[src/rtl/ctrl_pkg.sv]
// ctrl_pkg: state encodings, opcode classes and mux selects for multi_cycle_ctrl
package ctrl_pkg;
  typedef enum logic [2:0] {
    FETCH  = 3'd0,
    DECODE = 3'd1,
    EXEC   = 3'd2,
    MEM    = 3'd3,
    WB     = 3'd4,
    TRAP   = 3'd5
  } state_t;
  localparam logic [4:0] OP_R      = 5'b01100;
  localparam logic [4:0] OP_I      = 5'b00100;
  localparam logic [4:0] OP_LOAD   = 5'b00000;
  localparam logic [4:0] OP_JALR   = 5'b11001;
  localparam logic [4:0] OP_STORE  = 5'b01000;
  localparam logic [4:0] OP_BRANCH = 5'b11000;
  localparam logic [4:0] OP_LUI    = 5'b01101;
  localparam logic [4:0] OP_AUIPC  = 5'b00101;
  localparam logic [4:0] OP_JAL    = 5'b11011;
  localparam logic [1:0] PC_PLUS4  = 2'd0;
  localparam logic [1:0] PC_IMM    = 2'd1;
  localparam logic [1:0] PC_ALU    = 2'd2;
  localparam logic [1:0] WB_ALU    = 2'd0;
  localparam logic [1:0] WB_MEM    = 2'd1;
  localparam logic [1:0] WB_PC4    = 2'd2;
  function automatic logic is_legal(input logic [6:0] op);
    return op[1:0] == 2'b11 && (op[6:2] inside {OP_R, OP_I, OP_LOAD, OP_JALR, OP_STORE,
                                                OP_BRANCH, OP_LUI, OP_AUIPC, OP_JAL});
  endfunction
endpackage

[src/rtl/wait_timer.sv]
// wait_timer: counts consecutive waiting cycles, flags expiry on the last allowed one
// ports: clk, rst_n (async, active low), clear (state change), waiting (ready low),
//        expired (waiting in cycle TIMEOUT_CYCLES of the wait)
module wait_timer #(
  parameter int TIMEOUT_CYCLES = 16
) (
  input  logic clk,
  input  logic rst_n,
  input  logic clear,
  input  logic waiting,
  output logic expired
);
  localparam int W = $clog2(TIMEOUT_CYCLES);
  logic [W-1:0] cnt;
  assign expired = waiting && cnt == W'(TIMEOUT_CYCLES - 1);
  // expiry restarts the count so a retried fetch gets a full new window
  always_ff @(posedge clk or negedge rst_n)
    if (!rst_n) cnt <= '0;
    else cnt <= (clear || expired || !waiting) ? '0 : cnt + W'(1);
endmodule

[src/rtl/multi_cycle_ctrl.sv]
// multi_cycle_ctrl: FETCH/DECODE/EXEC/MEM/WB controller for a multi-cycle RV32 core
// ports: clk, rst_n (async, active low); opcode (IR[6:0]), branch_taken, imem_ready,
//        dmem_ready in; imem_req, ir_we, imm_we, pc_we, pc_sel, dmem_req, dmem_we,
//        rf_we, wb_sel, mem_timeout, illegal_inst, state out.
// CTRL_TRAP_EN: illegal opcodes enter TRAP (sticky until reset) instead of running as NOP.
module multi_cycle_ctrl
  import ctrl_pkg::*;
#(
  parameter int TIMEOUT_CYCLES = 16
) (
  input  logic       clk,
  input  logic       rst_n,
  input  logic [6:0] opcode,
  input  logic       branch_taken,
  input  logic       imem_ready,
  input  logic       dmem_ready,
  output logic       imem_req,
  output logic       ir_we,
  output logic       imm_we,
  output logic       pc_we,
  output logic [1:0] pc_sel,
  output logic       dmem_req,
  output logic       dmem_we,
  output logic       rf_we,
  output logic [1:0] wb_sel,
  output logic       mem_timeout,
  output logic       illegal_inst,
  output logic [2:0] state
);
  state_t cur, nxt;
  logic [4:0] op_q;
  logic nop_q;
  logic waiting, expired;
  assign state = cur;
  assign waiting = (cur == FETCH && !imem_ready) || (cur == MEM && !dmem_ready);
  assign mem_timeout = expired;
`ifdef CTRL_TRAP_EN
  assign illegal_inst = cur == TRAP;
`else
  assign illegal_inst = 1'b0;
`endif
  wait_timer #(.TIMEOUT_CYCLES(TIMEOUT_CYCLES)) u_timer (
    .clk(clk),
    .rst_n(rst_n),
    .clear(nxt != cur),
    .waiting(waiting),
    .expired(expired)
  );
  // the opcode class is captured in DECODE so later states decode from registers only
  always_ff @(posedge clk or negedge rst_n)
    if (!rst_n) begin
      cur   <= FETCH;
      op_q  <= '0;
      nop_q <= 1'b0;
    end else begin
      cur <= nxt;
      if (cur == DECODE) begin
        op_q  <= opcode[6:2];
        nop_q <= !is_legal(opcode);
      end
    end
  always_comb begin
    nxt      = cur;
    imem_req = 1'b0;
    ir_we    = 1'b0;
    imm_we   = 1'b0;
    pc_we    = 1'b0;
    pc_sel   = PC_PLUS4;
    dmem_req = 1'b0;
    dmem_we  = 1'b0;
    rf_we    = 1'b0;
    wb_sel   = WB_ALU;
    case (cur)
      FETCH: begin
        imem_req = 1'b1;
        ir_we    = imem_ready;
        nxt      = imem_ready ? DECODE : FETCH;
      end
      DECODE: begin
        imm_we = 1'b1;
`ifdef CTRL_TRAP_EN
        nxt = is_legal(opcode) ? EXEC : TRAP;
`else
        nxt = EXEC;
`endif
      end
      EXEC: begin
        if (!nop_q && op_q == OP_BRANCH) begin
          pc_we  = 1'b1;
          pc_sel = branch_taken ? PC_IMM : PC_PLUS4;
        end
        nxt = nop_q ? WB :
              (op_q == OP_LOAD || op_q == OP_STORE) ? MEM :
              op_q == OP_BRANCH ? FETCH : WB;
      end
      MEM: begin
        dmem_req = 1'b1;
        dmem_we  = op_q == OP_STORE;
        pc_we    = dmem_ready && op_q == OP_STORE;
        // ready beats an expiring timer; on expiry the instruction is refetched
        nxt = dmem_ready ? (op_q == OP_STORE ? FETCH : WB) : expired ? FETCH : MEM;
      end
      WB: begin
        rf_we  = !nop_q;
        pc_we  = 1'b1;
        wb_sel = nop_q ? WB_ALU : op_q == OP_LOAD ? WB_MEM :
                 (op_q == OP_JAL || op_q == OP_JALR) ? WB_PC4 : WB_ALU;
        pc_sel = nop_q ? PC_PLUS4 : op_q == OP_JAL ? PC_IMM :
                 op_q == OP_JALR ? PC_ALU : PC_PLUS4;
        nxt    = FETCH;
      end
`ifdef CTRL_TRAP_EN
      TRAP: nxt = TRAP;
`endif
      default: nxt = FETCH;
    endcase
  end
endmodule

[config.mk]
export PLATFORM = sky130hd
export DESIGN_NAME = multi_cycle_ctrl
export DESIGN_NICKNAME = d
export VERILOG_FILES = /design/src/rtl/ctrl_pkg.sv /design/src/rtl/wait_timer.sv /design/src/rtl/multi_cycle_ctrl.sv
export SDC_FILE = /design/constraint.sdc
export NUM_CORES = 1
export LEC_CHECK = 0
export CORE_MARGIN = 2
export CORE_UTILIZATION = 45
export CTS_CLUSTER_DIAMETER = 30
export DETAILED_ROUTE_END_ITERATION = 12
export GPL_TIMING_DRIVEN = 0
export PLACE_DENSITY = 0.81
export SLEW_MARGIN = 20
export SYNTH_ARGS = -nofsm -noshare
export SYNTH_HDL_FRONTEND = slang
export SYNTH_SLANG_ARGS = --single-unit
[constraint.sdc]
create_clock -name clk -period 4.2 [get_ports clk]
set_input_delay 0.84 -clock clk [delete_from_list [all_inputs] [get_ports clk]]
set_output_delay 0.84 -clock clk [all_outputs]
set_load 0.05 [all_outputs]
==> results.md <==
- Switching pwr: 322.0 uW
- Sw Share: 47.54%
- Setup crit start: dmem_ready
- Starting Density: 48.85%
- Syn_nets: 87
- Total track usage: 18.29%
- Maximum clock rate: 273.7 MHz
- Netlist cell types: 35
- Routability-driven placement congestion ratio: 0.7898
- First-pass GRT wire length: 2.601 mm
- WL final: 1.615 mm
- Hpwl dp: 1.252 mm
- Total gr overflow: 0
- WP data arrival: 2.81 ns
- TritonCTS Buffers: 3
- Syn_area_per_cell: 10.06 um2
- Final setup vio count: 0
- Area contributors post-synth: dfrtp_1, mux2_2, nand2_1
- Clk network pwr share: 11.8%
- Root Driver: clkbuf_4
- Post-CTS resize count: 0
- Startpoint Class: input pin
- Port Buffers: 26
- Commonest cells post-synth: dfrtp_1, nand2_1, nor2_1
- ANT cells: 0
- Pwr/cell area: 643.7 nW/um2
- Initial DRC count: 14
- Hold buffers post-CTS: 0
- IO Pins: 28
- Worst slew margin: 60.50%
- Drc violations: 0
- Area share of the largest cell type after synthesis: 43.70%
- Post-layout util: 69.05%
- Worst setup EP type: output pin
- EDFF count, synth: 0
- RSZ-0062 raised after global routing: false
- Vias per cell: 5.542
- Clock slew at reported path FFs: 0.09 ns
- WS Path Type: input pin to output pin
- Final Critical Period: 3.654 ns
- Drt first pass iters: 4
- Primary FF master, synth: dfrtp_1
- Die area: 1996 um2
- Die W: 44.68 um
- Number of global-route vias before repair: 639
- WL/cell: 13.46 um
- Sequential power share: 36.0%
- Combinational share of power: 52.2%
- # fillers: 127
- Count leader, synth: dfrtp_1
- Cell total after placement: 116
- Htree depth: 1
- Maximum fanout along the worst path: 4
- Final hold violation count: 0
- Worst-Skew Late Latency: 0.28 ns
- Asr flop ratio synth: 100.0%
- Max-cap violations: 0
- Layout cells sized above 1: 14.42%
- Buffer depth of the longest clock path: 2
- Setup TNS: 0 ns
- Clk sinks: 13
- Worst hold start: u_timer.cnt[0]
- DIE HEIGHT: 44.68 um
- Synthesized flop and latch total: 13
- Area Overhead vs Synth: 41.34%
- Sequential area share after synthesis: 43.70%
- YS warnings: 0
- Largest net degree at the start of global routing: 14
- Vias post-DR: 665
- Rows: 14
- Post-DRT Antenna Nets: 0
- Core area: 1524 um2
- Final cycle utilization of the critical path: 87.00%
- CTS tree: built
- Total leakage power: 0.0004283 uW
- Final Max Slew Viols: 0
- Reg2Reg Launch Point: state[0]
- Synth Instances: 74
- Initial antenna violation count: 0
- Synthesized cell area: 744.5 um2
- Setup Buffers After CTS: 0
- Min-Delay Path Class: flop to flop
- Worst vdd ir: 0.3010 mV
- Final nets: 118
- Worst EP required: 3.36 ns
- Status: completed
- Worst slew pin tran: 0.5907 ns
- Cell internal pwr: 355.4 uW
- Final non-filler cell total: 120
- Cell taking the most area after synthesis: dfrtp_1
- Skew final: 0.002742 ns
worst max-delay path, stage by stage:
cell             delay [ns]
clkdlybuf4s50_1        0.45
and2b_1                0.23
a21oi_1                0.07
or2_1                  0.28
nor2_1                 0.13
clkdlybuf4s50_1        0.82
cell families (layout without fill, tap and decap cells):
| kind of cell | Yosys count | count (layout) | share of synthesized area, % |
|---|---|---|---|
| AND/OR/NAND/NOR | 37 | 37 | 31.43 |
| AO/OA/AOI/OAI | 13 | 13 | 12.94 |
| flip-flops | 13 | 13 | 43.70 |
| multiplexers | 4 | 4 | 6.050 |
| buffers and inverters | 4 | 34 | 2.521 |
| adder cells (fa/ha/maj) | 1 | 1 | 1.680 |
| other | 1 | 1 | 0.5037 |
| XOR/XNOR | 1 | 1 | 1.177 |
registers in the layout, indices dropped and copies added, names as in the netlist:
| register | flops |
|---|---|
| op_q | 5 |
| u_timer.cnt | 4 |
| state | 3 |
| nop_q | 1 |
layer usage:
metal  up-vias  part of all wire [%]  GRT usage [%]
met5         -                     0              0
met4         0                  0.25          9.697
met3         2                   7.2          2.857
met2        27                    51          31.88
met1       312                    42          21.23
li1        324                     -              -
stage by stage:
step / total power, uW / setup slack, ns / hold slack (ns) / area (um2)
3_3_place_gp: 592.6 / 0.5706 / 0.4783 / 1025
2_1_floorplan: 485.2 / 0.9553 / 0.4604 / 744.5
4_1_cts: 684.8 / 0.5286 / 0.5006 / 1052
6_report: 677.4 / 0.5462 / 0.4980 / 1052
3_5_place_dp: 602.0 / 0.5357 / 0.4892 / 1025
5_1_grt: 718.7 / 0.4439 / 0.5195 / 1052
layout make-up:
cell class	count	area (um2)	area share (%)
repair buffers	26	260.3	24.73
multi-input cells	57	400.4	38.05
well taps	16	20.02	1.902
clock inverters	1	5.005	0.4756
clock buffers	3	22.52	2.140
plain buffers	1	7.507	0.7134
inverters	3	11.26	1.070
flip-flops and latches	13	325.3	30.92
cell usage in the layout (no fill, tap or decap), drive strengths merged, types with 3 or more instances in the layout:
master / instances
and2: 3
clkbuf: 3
clkdlybuf4s50: 26
dfrtp: 13
inv: 3
mux2: 4
nand2: 8
nor2: 6
nor3: 3
o21ai: 3
power by group through the flow:
stage               combinational (uW)  sequential, uW  clock [uW]
CTS                                357             244        83.8
finish                             354             244        79.7
detailed placement                 355             247           0
global placement                   348             245           0
global route                       377             254        87.6
floorplan                          215             270           0
final timing paths:
path	to	slack, ns	cells after the start
worst min-delay path	u_timer.cnt[0]	0.50	1
worst max register to register	op_q[0]	2.72	2
min in group asynchronous	u_timer.cnt[3]	0.93	1
worst max-delay path	mem_timeout	0.55	6
worst min register to register	u_timer.cnt[0]	0.50	1
max in group asynchronous	nop_q	2.89	1
Power figures use the tool's default switching activity.
